===== src/rtl/pc_unit_pkg.sv =====
// Shared definitions for the program-counter unit: run states and
// increment/alignment derivation from the instruction width.
package pc_unit_pkg;

  typedef enum logic [1:0] {
    BOOT = 2'd0,
    RUN  = 2'd1,
    HALT = 2'd2
  } pc_state_e;

  function automatic int unsigned inc_of(input int unsigned word);
    return word / 8;
  endfunction

  // Bits of a target that must be zero for the fetch to be word aligned.
  function automatic int unsigned align_mask_of(input int unsigned word);
    return inc_of(word) - 1;
  endfunction

endpackage


===== src/rtl/pc_ras.sv =====
// Circular return-address stack; a push when full overwrites the oldest entry.
module pc_ras
  import pc_unit_pkg::*;
#(
  parameter int unsigned ADDR  = 16,
  parameter int unsigned DEPTH = 4
) (
  input  logic            clk,
  input  logic            rst,
  input  logic            push_i,
  input  logic            pop_i,
  input  logic            replace_i,
  input  logic [ADDR-1:0] data_i,
  output logic [ADDR-1:0] top_c,
  output logic            empty_o,
  output logic            full_o
);

  localparam int unsigned PW = $clog2(DEPTH);
  localparam int unsigned CW = PW + 1;

  logic [ADDR-1:0] mem_q [DEPTH];
  logic [PW-1:0]   ptr_q, ptr_d, top_idx;
  logic [CW-1:0]   cnt_q, cnt_d;
  logic            empty_q, full_q;

  // ptr_q is the next free slot; the top lives one below it.
  assign top_idx = ptr_q - PW'(1);
  assign top_c   = mem_q[top_idx];
  assign empty_o = empty_q;
  assign full_o  = full_q;

  always_comb begin
    ptr_d = ptr_q;
    cnt_d = cnt_q;
    if (replace_i) begin
      ptr_d = ptr_q;
    end else if (push_i) begin
      ptr_d = ptr_q + PW'(1);
      if (cnt_q != CW'(DEPTH)) cnt_d = cnt_q + CW'(1);
    end else if (pop_i && (cnt_q != '0)) begin
      ptr_d = top_idx;
      cnt_d = cnt_q - CW'(1);
    end
  end

  always_ff @(posedge clk) begin
    if (rst) begin
      ptr_q   <= '0;
      cnt_q   <= '0;
      empty_q <= 1'b1;
      full_q  <= 1'b0;
    end else begin
      ptr_q   <= ptr_d;
      cnt_q   <= cnt_d;
      empty_q <= (cnt_d == '0);
      full_q  <= (cnt_d == CW'(DEPTH));
    end
  end

  always_ff @(posedge clk) begin
    if (!rst && replace_i) begin
      mem_q[top_idx] <= data_i;
    end else if (!rst && push_i) begin
      mem_q[ptr_q] <= data_i;
    end
  end

endmodule


===== src/rtl/pc_unit.sv =====
// Program counter with sequential fetch, absolute/relative redirects,
// call/return through a return-address stack and sticky fault halt.
module pc_unit
  import pc_unit_pkg::*;
#(
  parameter int unsigned ADDR         = 16,
  parameter int unsigned WORD         = 32,
  parameter int unsigned RESET_VECTOR = 0,
  parameter int unsigned RAS_DEPTH    = 4
) (
  input  logic            clk,
  input  logic            rst,
  input  logic            stall,
  input  logic            redirect,
  input  logic            redir_rel,
  input  logic [ADDR-1:0] redir_addr,
  input  logic            call,
  input  logic            ret,
  output logic            fetch_valid,
  input  logic            fetch_ready,
  output logic [ADDR-1:0] addr_o,
  output logic            ras_empty,
  output logic            ras_full,
  output logic            fault
);

  localparam int unsigned   INC        = inc_of(WORD);
  localparam logic [ADDR-1:0] ALIGN_MASK = ADDR'(align_mask_of(WORD));

  pc_state_e       state_q, state_d;
  logic [ADDR-1:0] addr_q, addr_d;
  logic            fault_q, fault_d;
  logic            fv_q;
  logic            push, pop, replace;
  logic [ADDR-1:0] target, ret_addr, ras_top;
  logic            fire;

  assign fire     = fv_q & fetch_ready & ~stall;
  assign target   = redir_rel ? (addr_q + redir_addr) : redir_addr;
  assign ret_addr = addr_q + ADDR'(INC);

  always_comb begin
    state_d = state_q;
    addr_d  = addr_q;
    fault_d = fault_q;
    push    = 1'b0;
    pop     = 1'b0;
    replace = 1'b0;
    case (state_q)
      BOOT: state_d = RUN;
      RUN: begin
        if (redirect) begin
          if ((target & ALIGN_MASK) != '0) begin
            fault_d = 1'b1;
            state_d = HALT;
          end else begin
            addr_d = target;
            // call+ret on a non-empty stack swaps the top instead of growing it
            if (call && ret && !ras_empty) replace = 1'b1;
            else if (call)                 push    = 1'b1;
          end
        end else if (ret) begin
          if (ras_empty) begin
            fault_d = 1'b1;
            state_d = HALT;
          end else begin
            pop    = 1'b1;
            addr_d = ras_top;
          end
        end else if (fire) begin
          addr_d = ret_addr;
        end
      end
      default: state_d = HALT;
    endcase
  end

  always_ff @(posedge clk) begin
    if (rst) begin
      state_q <= BOOT;
      addr_q  <= ADDR'(RESET_VECTOR);
      fault_q <= 1'b0;
      fv_q    <= 1'b0;
    end else begin
      state_q <= state_d;
      addr_q  <= addr_d;
      fault_q <= fault_d;
      fv_q    <= (state_d == RUN);
    end
  end

  pc_ras #(
    .ADDR (ADDR),
    .DEPTH(RAS_DEPTH)
  ) u_ras (
    .clk      (clk),
    .rst      (rst),
    .push_i   (push),
    .pop_i    (pop),
    .replace_i(replace),
    .data_i   (ret_addr),
    .top_c    (ras_top),
    .empty_o  (ras_empty),
    .full_o   (ras_full)
  );

  assign addr_o      = addr_q;
  assign fetch_valid = fv_q;
  assign fault       = fault_q;

endmodule


===== config.mk =====
export PLATFORM = sky130hd
export DESIGN_NAME = pc_unit
export DESIGN_NICKNAME = d
export VERILOG_FILES = /design/src/rtl/pc_unit_pkg.sv /design/src/rtl/pc_ras.sv /design/src/rtl/pc_unit.sv
export SDC_FILE = /design/constraint.sdc
export NUM_CORES = 1
export LEC_CHECK = 0
export CAP_MARGIN = 5
export CORE_MARGIN = 3
export CORE_UTILIZATION = 60
export CTS_CLUSTER_SIZE = 30
export DETAILED_ROUTE_END_ITERATION = 8
export PLACE_DENSITY = 0.94
export REMOVE_ABC_BUFFERS = 1
export SETUP_SLACK_MARGIN = 0.4
export SLEW_MARGIN = 15
export SYNTH_ARGS = -nofsm -noshare
export SYNTH_HDL_FRONTEND = slang
export SYNTH_SLANG_ARGS = --single-unit

===== constraint.sdc =====
create_clock -name clk -period 7.7 [get_ports clk]
set_input_delay 1.54 -clock clk [delete_from_list [all_inputs] [get_ports clk]]
set_output_delay 1.54 -clock clk [all_outputs]
set_load 0.05 [all_outputs]

==> summary.txt <==
Floorplan
  – Std-Cell Rows: 33
  – Core footprint: roughly 8300 um^2
  – DIE HEIGHT: 98.42 um
  – IO Count: 44
  – Total die area: 9687 um^2
  – Horiz. Die Dim: 98.42 um
  – Initial Util: 62.06%

Placement
  – Port Buffers: 43
  – Post-placement cell area: 5653 um^2
  – Final HPWL DP: 9270 um
  – GP Congestion: ~0.89

Clock tree
  – Clk_lat worst skew: between 0.3 and 0.4 ns
  – Clock root buffer: clkbuf_8
  – Clock Path Buffers: 2
  – # H-tree levels: 3
  – CTS buffer count: 9
  – CTS tree: yes
  – Worst-path clk slew: 0.09 ns
  – Post-CTS setup buffers: 0
  – Clk sinks: between 90 and 100
  – Hold-fix buffers, CTS: 0
  – Post-CTS sizing: 0

Route
  – Initial DRC Count: approximately 400
  – Post-DR vias/cell: approximately 6.8
  – WL final: about 13000 um
  – Residual DRC count: 0
  – DRT Pass-1 Iters: 5
  – Vias: 4127
  – DR WL/cell: roughly 22 um
  – Final ANT Viol Nets: 0

STA
  – Clk_skew: 0.008615 ns
  – RSZ-0062 raised after global routing: false
  – Min Tclk post-route: between 4 and 5 ns
  – Setup TNS: 0 ns
  – Final Hold Fails: 0
  – Fmax: 0.2271 GHz
  – Worst hold margin: between 0.4 and 0.5 ns
  – Relative slew slack: between 30 and 40%
  – Fin. max-slew vios: 0
  – Crit share post-route: 57.19%
  – Worst slew pin tran: around 0.96 ns
  – Final setup viols: 0

Global routing
  – First-pass GRT wire length: 21110 um
  – Vias in the first global route: around 4100
  – Pin count of the biggest net entering global routing: 36
  – GRT Resource Usage Total: between 20 and 30%
  – Initial antenna violation count: 0
  – GR Overflow Total: 0

Min path
  – Hold Crit Class: reg -> reg

Worst setup path
  – Worst path max stage delay: around 0.55 ns
  – Slowest cell on crit path: or4_1
  – Crit path kind: in -> reg
  – Crit path arrival time: approximately 4.5 ns
  – Crit-path max FO: 16
  – CP endpoint kind: flip-flop
  – Crit start category: input port
  – Critical Path RT: just under 8 ns
  – Crit-path cells: clkdlybuf4s50_1 -> ha_1 -> fa_1 -> or3b_4 -> a211o_1 -> or4_1 -> nor2_1 -> buf_4

Logic synthesis
  – Ys Warns: 0
  – Simple-Gate Fraction of Synth Area: about 14%
  – Post-synth top area share: between 30% and 40%
  – Post-synthesis compound-gate area fraction: between 15 and 20%
  – Post-synth EDFFs: between 60 and 70
  – Synth Area in Adders: just over 5%
  – Synthesized area: about 5100 um^2
  – Post-synth top area cell: edfxtp_1
  – Sequential area share after synthesis: about half
  – Mapped Avg Cell Area: ~11 um^2
  – Post-synthesis register bit count: 91
  – Number of library cell types mapped by synthesis: 64
  – Cells after Synth: between 400 and 500
  – Ys flop type: edfxtp_1
  – Post-synthesis xor/xnor area fraction: 3.589%
  – Most area-consuming cells after synthesis: edfxtp_1, dfxtp_1, mux4_2, ha_1, nand2_1
  – Mux share of post-synthesis cell area: a little under a tenth
  – Asr flop ratio synth: 0%
  – Largest family of logic cells by synthesized area: compound AO/OA/AOI/OAI gates

Cells and area
  – Filler cell count: 580
  – Most frequent cells in the layout: edfxtp_1, clkdlybuf4s50_1, nand2_1
  – Seq. cell area: 2462 um^2
  – Multi-input logic area: 2494 um^2
  – Share of cells above drive strength 1: between 10% and 20%
  – Antenna diodes: 0
  – Nets: approximately 540
  – Area grow syn2layout: 14.70%
  – Most common cell after layout, fill and taps aside: edfxtp_1
  – Final instance area: 5878 um^2

Power and ir drop
  – Psw: between 0.3 and 0.4 mW
  – Comb pwr share: 16.5%
  – Pwr Total: around 1.1 mW
  – Clock power share: approximately 33%
  – P_leak: just over 2 nW
  – Switching Share: between 20% and 30%
  – Power per cell area: roughly 190 nW/um^2
  – Sequential Power Share: 50.1%
  – Int Pwr: around 0.79 mW
  – Worst IR Drop VDD: between 0.1 and 0.15 mV

Outcome
  – Status: completed

Job
  – Max-Cap Viols: 0
routing by layer:
metal  routed length, um  part of all wire (%)  vias to the layer above  GRT usage (%)
met5                   0                     0                        -              0
li1                    -                     -                     1845              -
met3                1400                    11                       44          5.449
met2                6266                    47                      274          43.99
met4                 452                   3.4                        0          13.66
met1                5139                    39                     1964          37.90
power by group through the flow:
stage	logic, mW	clock network [mW]	registers [mW]
after detailed placement	0.174	0	0.556
after floorplan	0.0896	0	0.575
final	0.179	0.363	0.545
after CTS	0.175	0.365	0.545
after global routing	0.192	0.380	0.546
after global placement	0.169	0	0.555
synth_stat cells (all sizes together) (4+ instances only):
cell type  count
edfxtp        64
nand2         35
nor2          32
dfxtp         27
a21oi         23
ha            19
inv           19
o21ai         19
clkbuf        16
mux4          16
nand3         13
nor3          13
a211oi        12
xnor2         12
mux2i          9
xor2           9
buf            8
nand2b         8
nor4           8
a21o           7
and2           7
a31oi          6
and3           5
nand4          5
nor2b          5
o211ai         5
a2111oi        4
a221o          4
a311oi         4
or3            4
cell families after synthesis:
logic type,Yosys count
mux,28
buf+inv,44
flops,91
compound gates,114
fa+ha+maj,20
simple gates,143
xor+xnor,21
worst paths after layout:
check / from / to / slack [ns] / cells after the start
max: redir_addr[0] / u_ras.mem_q[0][8] / 3.30 / 8
min: fault / fault / 0.48 / 2
max reg2reg: addr_o[0] / u_ras.mem_q[0][8] / 4.51 / 7
min reg2reg: fault / fault / 0.48 / 2
sequential cells by signal, summed over array words and instances (netlist names):
signal,flops
u_ras.full_o,1
u_ras.mem_q,64
u_ras.cnt_q,3
fault,1
state_q,2
u_ras.empty_o,1
fetch_valid,1
addr_o,16
u_ras.ptr_q,2
stage by stage:
| stage | worst slack (ns) | utilization (%) | cells |
|---|---|---|---|
| 2_1_floorplan | 3.162 | - | 437 |
| 3_3_place_gp | 3.034 | 68.45 | 593 |
| 3_5_place_dp | 2.938 | 68.45 | 593 |
| 4_1_cts | 3.304 | 71.18 | 609 |
| 5_1_grt | 3.156 | 71.18 | 609 |
| 6_report | 3.296 | 71.18 | 609 |
worst max-delay path, delay by kind of cell:
| family | cells | cell delay (ns) |
|---|---|---|
| AND/OR/NAND/NOR | 3 | 1.10 |
| AO/OA/AOI/OAI | 1 | 0.37 |
| adder cells (fa/ha/maj) | 2 | 0.66 |
| buffers and inverters | 2 | 0.78 |
area by class of cell:
| type | count | share of cell area [%] |
|---|---|---|
| multi-input combinational | 326 | 42.42 |
| sequential | 91 | 41.89 |
| timing repair buffer | 51 | 8.344 |
| tap | 105 | 2.235 |
| clock buffer | 10 | 2.171 |
| clock inverter | 6 | 1.660 |
| inverter | 20 | 1.277 |
Power figures use the tool's default switching activity.
